$ cat config.mk
export PLATFORM = sky130hd
export DESIGN_NAME = load_store_unit
export DESIGN_NICKNAME = d
export VERILOG_FILES = /design/src/rtl/load_store_unit_pkg.sv /design/src/rtl/load_store_unit_load_extend.sv /design/src/rtl/load_store_unit.sv
export SDC_FILE = /design/constraint.sdc
export NUM_CORES = 1
export LEC_CHECK = 0
export ABC_AREA = 1
export CAP_MARGIN = 20
export CORE_MARGIN = 3
export CORE_UTILIZATION = 33
export CTS_CLUSTER_DIAMETER = 120
export CTS_CLUSTER_SIZE = 10
export DETAILED_ROUTE_END_ITERATION = 8
export HOLD_SLACK_MARGIN = 0.03
export PLACE_DENSITY_LB_ADDON = 0.3
export SLEW_MARGIN = 10
export SYNTH_ARGS = -nofsm -noshare
export SYNTH_HDL_FRONTEND = slang
export SYNTH_SLANG_ARGS = --single-unit
$ cat constraint.sdc
create_clock -name clk -period 4.5 [get_ports clk]
set_clock_uncertainty 0.2 [all_clocks]
set_input_delay 0.45 -clock clk [delete_from_list [all_inputs] [get_ports clk]]
set_output_delay 0.45 -clock clk [all_outputs]
set_load 0.1 [all_outputs]
$ cat src/rtl/load_store_unit_pkg.sv
// rtl/load_store_unit_pkg.sv - size/state encodings and alignment helper for the load/store unit
package load_store_unit_pkg;

   localparam logic [1:0] SIZE_BYTE = 2'b00;
   localparam logic [1:0] SIZE_HALF = 2'b01;
   localparam logic [1:0] SIZE_WORD = 2'b10;
   localparam logic [1:0] SIZE_RSVD = 2'b11;

   typedef enum logic [1:0] {
      ST_IDLE   = 2'd0,
      ST_ACCESS = 2'd1,
      ST_RESP   = 2'd2
   } lsu_state_t;

   // Reserved size is reported as not aligned; callers screen it out separately.
   function automatic logic is_aligned(input logic [1:0] size, input logic [1:0] addr_lo);
      logic ok;
      ok = 1'b0;
      case (size)
         SIZE_BYTE: ok = 1'b1;
         SIZE_HALF: ok = ~addr_lo[0];
         SIZE_WORD: ok = (addr_lo == 2'b00);
         default:   ok = 1'b0;
      endcase
      return ok;
   endfunction

endpackage

$ cat src/rtl/load_store_unit_load_extend.sv
// rtl/load_store_unit_load_extend.sv - sign/zero extension of assembled load data
module load_extend
   import load_store_unit_pkg::*;
(
   input  logic [31:0] data,
   input  logic [1:0]  size,
   input  logic        is_unsigned,
   output logic [31:0] ext_data
);

   always_comb begin
      ext_data = '0;
      case (size)
         SIZE_BYTE: ext_data = {{24{~is_unsigned & data[7]}}, data[7:0]};
         SIZE_HALF: ext_data = {{16{~is_unsigned & data[15]}}, data[15:0]};
         SIZE_WORD: ext_data = data;
         default:   ext_data = '0;
      endcase
   end

endmodule

$ cat src/rtl/load_store_unit.sv
// rtl/load_store_unit.sv - single-request load/store unit in front of data_memory
// Misaligned half/word accesses are split into little-endian byte beats.
module load_store_unit
   import load_store_unit_pkg::*;
#(
   parameter int ADDR_W = 32,
   parameter int DATA_W = 32
) (
   input  logic              clk,
   input  logic              rst,
   input  logic              req_valid,
   output logic              req_ready,
   input  logic              req_write,
   input  logic [1:0]        req_size,
   input  logic              req_unsigned,
   input  logic [ADDR_W-1:0] req_addr,
   input  logic [DATA_W-1:0] req_wdata,
   output logic              resp_valid,
   output logic [DATA_W-1:0] resp_rdata,
   output logic              resp_error,
   output logic              mem_write,
   output logic              mem_read,
   output logic [1:0]        mem_size,
   output logic [ADDR_W-1:0] address,
   output logic [DATA_W-1:0] write_data,
   input  logic [DATA_W-1:0] read_data
);

   lsu_state_t        state, state_nxt;
   logic              write_q, unsigned_q, split_q, error_q;
   logic [1:0]        size_q, last_q, k_q;
   logic [ADDR_W-1:0] addr_q;
   logic [DATA_W-1:0] wdata_q, rdata_q, ext_data;
   logic              accept, last_beat, req_rsvd, req_split;

   assign accept    = (state == ST_IDLE) && req_valid;
   assign last_beat = (k_q == last_q);
   assign req_rsvd  = (req_size == SIZE_RSVD);
   assign req_split = !is_aligned(req_size, req_addr[1:0]) && !req_rsvd;

   always_ff @(posedge clk or posedge rst) begin
      if (rst) begin
         state      <= ST_IDLE;
         write_q    <= 1'b0;
         unsigned_q <= 1'b0;
         split_q    <= 1'b0;
         error_q    <= 1'b0;
         size_q     <= '0;
         last_q     <= '0;
         k_q        <= '0;
         addr_q     <= '0;
         wdata_q    <= '0;
         rdata_q    <= '0;
      end else begin
         state <= state_nxt;
         if (accept) begin
            write_q    <= req_write;
            unsigned_q <= req_unsigned;
            size_q     <= req_size;
            addr_q     <= req_addr;
            wdata_q    <= req_wdata;
            error_q    <= req_rsvd;
            split_q    <= req_split;
            last_q     <= req_split ? ((req_size == SIZE_HALF) ? 2'd1 : 2'd3) : 2'd0;
            k_q        <= '0;
            rdata_q    <= '0;
         end else if (state == ST_ACCESS) begin
            k_q <= k_q + 2'd1;
            if (!write_q) begin
               // Split beats fill one byte lane each; aligned beats take the whole word.
               if (split_q) rdata_q[{k_q, 3'b000} +: 8] <= read_data[7:0];
               else         rdata_q <= read_data;
            end
         end
      end
   end

   always_comb begin
      state_nxt = state;
      case (state)
         ST_IDLE:   if (req_valid) state_nxt = req_rsvd ? ST_RESP : ST_ACCESS;
         ST_ACCESS: if (last_beat) state_nxt = ST_RESP;
         ST_RESP:   state_nxt = ST_IDLE;
         default:   state_nxt = ST_IDLE;
      endcase
   end

   load_extend u_load_extend (
      .data       (rdata_q),
      .size       (size_q),
      .is_unsigned(unsigned_q),
      .ext_data   (ext_data)
   );

   always_comb begin
      req_ready  = (state == ST_IDLE);
      mem_write  = 1'b0;
      mem_read   = 1'b0;
      mem_size   = '0;
      address    = '0;
      write_data = '0;
      resp_valid = 1'b0;
      resp_rdata = '0;
      resp_error = 1'b0;
      if (state == ST_ACCESS) begin
         mem_write = write_q;
         mem_read  = ~write_q;
         if (split_q) begin
            mem_size   = SIZE_BYTE;
            address    = addr_q + ADDR_W'(k_q);
            write_data = {{(DATA_W-8){1'b0}}, wdata_q[{k_q, 3'b000} +: 8]};
         end else begin
            mem_size   = size_q;
            address    = addr_q;
            write_data = wdata_q;
         end
      end
      if (state == ST_RESP) begin
         resp_valid = 1'b1;
         resp_error = error_q;
         resp_rdata = (write_q || error_q) ? '0 : ext_data;
      end
   end

endmodule
# Word-level counts from Yosys, hierarchy flattened
# Index checks and enable logic that the tools add are counted.
dict set report op_classes {
  addsub 3
  eq_ne 11
  shifts 3
  muxes 27
  bitwise_logic 5
  n_reduce_logical 12
}
# cell n
set ops {}
lappend ops {{32-bit 2-to-1 mux} 10}
lappend ops {{32-bit one-hot mux with 3 select lines} 1}
lappend ops {{32-bit by 2-bit adder with 32-bit output} 1}
lappend ops {{32-bit bitwise mux} 1}
lappend ops {{8-bit by 7-bit variable shift with 32-bit output (first input constant)} 1}
lappend ops {{32-bit by 6-bit variable part select with 8-bit output} 1}
lappend ops {{8-bit by 7-bit variable part select with 32-bit output} 1}
lappend ops {{2-bit 2-to-1 mux} 9}
lappend ops {{2-bit equality test (second input constant)} 4}
lappend ops {{2-bit logical NOT} 4}
lappend ops {{5-bit negator with 7-bit output} 1}
lappend ops {{2-bit by 1-bit equality test with 1-bit output (second input constant)} 3}
lappend ops {{1-bit 2-to-1 mux} 4}
lappend ops {{2-bit != test (second input constant)} 2}
lappend ops {{2-bit one-hot mux with 2 select lines} 1}
lappend ops {{2-bit AND reduction} 2}
lappend ops {{1-bit inverter} 3}
lappend ops {{1-bit one-hot mux with 3 select lines} 1}
lappend ops {{2-bit by 1-bit adder with 2-bit output (second input constant)} 1}
lappend ops {{1-bit bitwise AND} 2}
lappend ops {{2-bit equality test} 1}
lappend ops {{1-bit logical AND} 2}
lappend ops {{1-bit logical NOT} 2}
lappend ops {{2-bit by 1-bit != test with 1-bit output (second input constant)} 1}
lappend ops {{other kinds (2)} 2}
dict set report word_totals {
  reg_bits 108
  in_bits 103
  out_inout_bits 103
  elab_cells 72
}

# Depth between registers and ports, before layout
dict set report logic_depth {
  word_depth 7
  mapped_depth 10
  depth_no_buf 10
}

# By module
# Synthesis repeated with hierarchy kept, for this count alone.
dict set report unflattened {
  cells_unflattened 1043
  area_unflattened_um2 6874.1
}
# module instances cells_each area_each_um2 seq_area_each_um2
set modules_own_cells {}
lappend modules_own_cells {load_store_unit 1 961 6383.6 2677.6}
lappend modules_own_cells {load_extend 1 82 490.5 0.0}

# Worst setup path after synthesis
# OpenSTA, ideal clock, no wires.
dict set report synth_timing {
  path_type {register to output}
  from {register state[1]}
  to {output port resp_rdata[14]}
  arrival_ns 3.870
  t_required_ns 3.850
  path_slack_ns -0.020
  stages_incl_launch_ff 6
  path_buffers 1
  cell_sequence {dfrtp_1 -> inv_1 -> nor2_1 -> nand3_2 -> clkbuf_1 -> a21oi_1}
}
dict set report synth_via {
  elab_chain_cells 2
}
# element line
set synth_rtl {}
lappend synth_rtl {{from (decl)} load_store_unit.sv:29} ;# lsu_state_t state, state_nxt;
lappend synth_rtl {{from (signal assigned)} load_store_unit.sv:55} ;# state <= state_nxt;
lappend synth_rtl {{2-bit equality test} load_store_unit.sv:118} ;# if (state == ST_RESP) begin
lappend synth_rtl {{32-bit 2-to-1 mux} load_store_unit.sv:118}
lappend synth_rtl {{to (decl)} load_store_unit.sv:19} ;# output logic [DATA_W-1:0] resp_rdata,
# No other way between the ends.

# Worst setup path after layout
dict set report layout_timing {
  from {register k_q[1]}
  to {output port address[30]}
}
dict set report layout_via {
  elab_chain_cells 3
}
# element line
set layout_rtl {}
lappend layout_rtl {{from (decl)} load_store_unit.sv:31} ;# logic [1:0] size_q, last_q, k_q;
lappend layout_rtl {{from (signal assigned)} load_store_unit.sv:68} ;# k_q <= k_q + 2'd1;
lappend layout_rtl {{32-bit by 2-bit adder with 32-bit output} load_store_unit.sv:110} ;# address = addr_q + ADDR_W'(k_q);
lappend layout_rtl {{32-bit 2-to-1 mux} load_store_unit.sv:108} ;# if (split_q) begin
lappend layout_rtl {{32-bit 2-to-1 mux} load_store_unit.sv:105} ;# if (state == ST_ACCESS) begin
lappend layout_rtl {{to (decl)} load_store_unit.sv:24} ;# output logic [ADDR_W-1:0] address,
# No other way between the ends.

==> results by group <==
Synth
  – Top cells by area, synth: dfrtp_1 41%, nand2_1 22%, o21ai_0 7.5%
  – Post-synth top flop: dfrtp_1
  – Post-synth ARST share: 100%
  – Syn Area/Cell: 6.67 sq um
  – Synth Register Bits: 107
  – Post-synth EDFFs: 0
  – Register area share after synthesis: between 40% and 50%
  – Synthesis Warnings: 0
  – Synth top area share: 40.7%
  – Synth cell types: 38
  – Gate Count Post-Synth: slightly below 1000
  – Mapped Area: between 0.006 and 0.007 sq mm
  – Synth area leader: dfrtp_1
  – Net Count, Synth: about 1100

STA
  – Max-slew violation count: 0
  – Final setup violation count: 0
  – Fin crit share: 81.7%
  – RSZ-0062 raised after global routing: no
  – Final Hold Vio Count: 0
  – Max Fclk: 272 MHz
  – Worst slew pin tran: 1.03 ns
  – Min Tclk post-route: 3.68 ns
  – Slew HR: a little under a third

Finish
  – Syn-to-layout area delta: 35.1%
  – Non-Filler Instances: between 1000 and 1500
  – Final antenna diode count: 0
  – Layout Nets: 1277
  – Finished Cell Area: 0.00889 sq mm
  – Share of layout cells above drive strength 1: 12.1%
  – Final Util: between 40 and 50%

Pwr
  – Flop pwr share: ~28%
  – Internal Dissipation: approximately 2700 uW
  – LEAKAGE: 0.00438 uW
  – Max VDD drop: about 0.43 mV
  – Pwr/cell area: 721 mW/mm^2
  – Logic pwr share: 59.6%
  – Psw: 3690 uW
  – Clock power frac: 12.6%
  – Sw Ratio: 57.5%

Place
  – Port Buffer Count: slightly above 200
  – Cell Area, Placed: 0.00859 sq mm
  – Hpwl dp: 16400 um
  – Number of cells after detailed placement: 1421
  – Placer congestion estimate: between 0.8 and 0.9

Routing
  – Final ANT Viol Nets: 0
  – Vias per cell: 4.76
  – Iter 0 DRT Violations: approximately 530
  – WL final: 21800 um
  – WL/cell: 15.2 um
  – Drt drc: 0
  – Via count: 6841
  – DR pass1 iterations: 6

Floorplan
  – DIE AREA: 0.0217 sq mm
  – Core Footprint: 0.0195 sq mm
  – Die extent in y: 147 um
  – FP Rows: just over 50
  – Die W: 147 um
  – Initial core utilization: around a third
  – IO Pins: 206

Setup path
  – Req. time, crit path: 3.85 ns
  – Crit path max fanout: 14
  – CP Class: flop to output pin
  – Worst setup path start: k_q[1]
  – CP peak stage delay: 0.65 ns
  – Worst setup SP type: flop
  – Critical Path AT: 3.03 ns
  – Reg2Reg Launch Point: k_q[0]
  – Critical path endpoint category: output pin
  – Critical-path cell list: inv_1 > fa_1 > nor2_2 > nand3b_1 > nor2_2 > nand3_1 > nand2_1 > inv_1 > nor2_1 > buf_4
  – Crit-path slowest cell: dfrtp_1

Global routing
  – Grt total ovfl: 0
  – Largest net degree at the start of global routing: between 70 and 80
  – Vias in the first global route: 6699
  – First-pass GRT wire length: around 35000 um
  – Total track usage: 20.3%
  – Initial antenna violation count: 0

Clock network
  – Clock Latency Late Sink: around 0.36 ns
  – CTS root buffer: clkbuf_16
  – Post-CTS sizing: 0
  – H-tree depth: 3
  – Worst-path clk slew: 0.08 ns
  – CTS tree: built
  – Clk buf depth: 2
  – Cts bufs inserted: 9
  – Post-CTS setup buffer count: 0
  – Sink Count: approximately 110
  – Hold_buf cts: 0

Flow run
  – Max-cap viol count: 0

Hold path
  – Min-Delay Path Class: flop to flop
  – Hold Path Origin: wdata_q[3]

Status
  – Status: complete, no violations
-- cells in the mapped netlist (6+ instances only) --
library cell	n
dfrtp_1	107
nand4_1	6
a21oi_1	44
clkbuf_1	17
buf_4	7
inv_1	92
nand3_1	56
nor2_1	100
nand2_1	377
o21ai_0	98
buf_1	6
buf_2	13
ha_1	6
-- sequential cells by signal (all words and copies together), names as in the netlist, 2 cells and up --
register	flops
addr_q	32
k_q	2
last_q	2
rdata_q	32
size_q	2
state	2
wdata_q	32
-- through the flow --
step                      total power (uW)  TNS [ns]  setup WS [ns]  hold WS (ns)
after CTS                             6460         0          0.814         0.282
after detailed placement              5640         0           1.22         0.262
final                                 6410         0          0.824         0.281
after global placement                5600         0           1.29         0.260
after floorplan                       4700   -0.0398        -0.0199         0.244
after global routing                  6890         0          0.500         0.324
-- power groups by stage --
stage | Combinational, uW | Clock [uW] | Sequential, uW
finish | 3820 | 809 | 1780
global route | 4170 | 876 | 1850
CTS | 3850 | 827 | 1780
detailed placement | 3840 | 0 | 1790
global placement | 3810 | 0 | 1780
floorplan | 3050 | 0 | 1650
-- cell usage in the layout (no fill, tap or decap), types with 2 or more instances in the layout --
cell / n
inv_6: 2
xor2_1: 3
o22ai_1: 5
o21ai_1: 5
o211ai_1: 2
nand4_1: 6
nand2_1: 377
buf_4: 98
inv_2: 5
inv_1: 91
nand3_2: 2
clkbuf_8: 3
o21ai_0: 98
nor2_2: 5
nand2_2: 4
clkdlybuf4s50_1: 115
o21ai_2: 4
nor2_1: 100
nor3_1: 3
dfrtp_1: 107
nor2_4: 2
o21bai_1: 3
ha_1: 6
o21a_1: 3
a21oi_1: 44
nand3_1: 56
clkbuf_16: 9
-- critical path, delay by kind of cell, from the launching register on --
kind / cells / cell delay (ns)
adders and majority gates: 1 / 0.56
DFF: 1 / 0.65
and+or+nand+nor: 6 / 0.89
buffers and inverters: 3 / 0.56
-- final cells by class --
type	count	area [sq um]
fill	2069	10600
clock inverter	4	31.3
multi-input combinational	739	3330
timing repair buffer	213	1890
clock buffer	12	267
inverter	97	367
sequential	107	2680
tap	265	332
-- worst paths after layout --
kind,endpoint,slack (ns),cells after the start
worst min register to register,wdata_q[3],0.28,2
worst min-delay path,wdata_q[3],0.28,2
worst max register to register,rdata_q[26],1.95,8
min in group asynchronous,rdata_q[12],0.43,2
max in group asynchronous,wdata_q[13],2.84,3
worst max-delay path,address[30],0.82,10
-- metal layers --
layer	share of wire, %	GRT usage (%)	vias to the layer above	routed length, um
met2	47	32.7	250	10200
met4	1.2	4.15	0	268
met1	45	28.1	3100	9690
li1	-	-	3472	-
met5	0	0	-	0
met3	7.6	4.72	19	1660
-- cell families after synthesis --
logic type / count (synthesis) / synth area share (%)
buffers and inverters: 141 / 8.71
and+or+nand+nor: 561 / 34.8
xor gates and xnor gates: 4 / 0.533
adders and majority gates: 7 / 1.45
AOI/OAI and AO/OA: 167 / 13.8
DFF: 107 / 40.7
(Power assumes the default switching activity.)
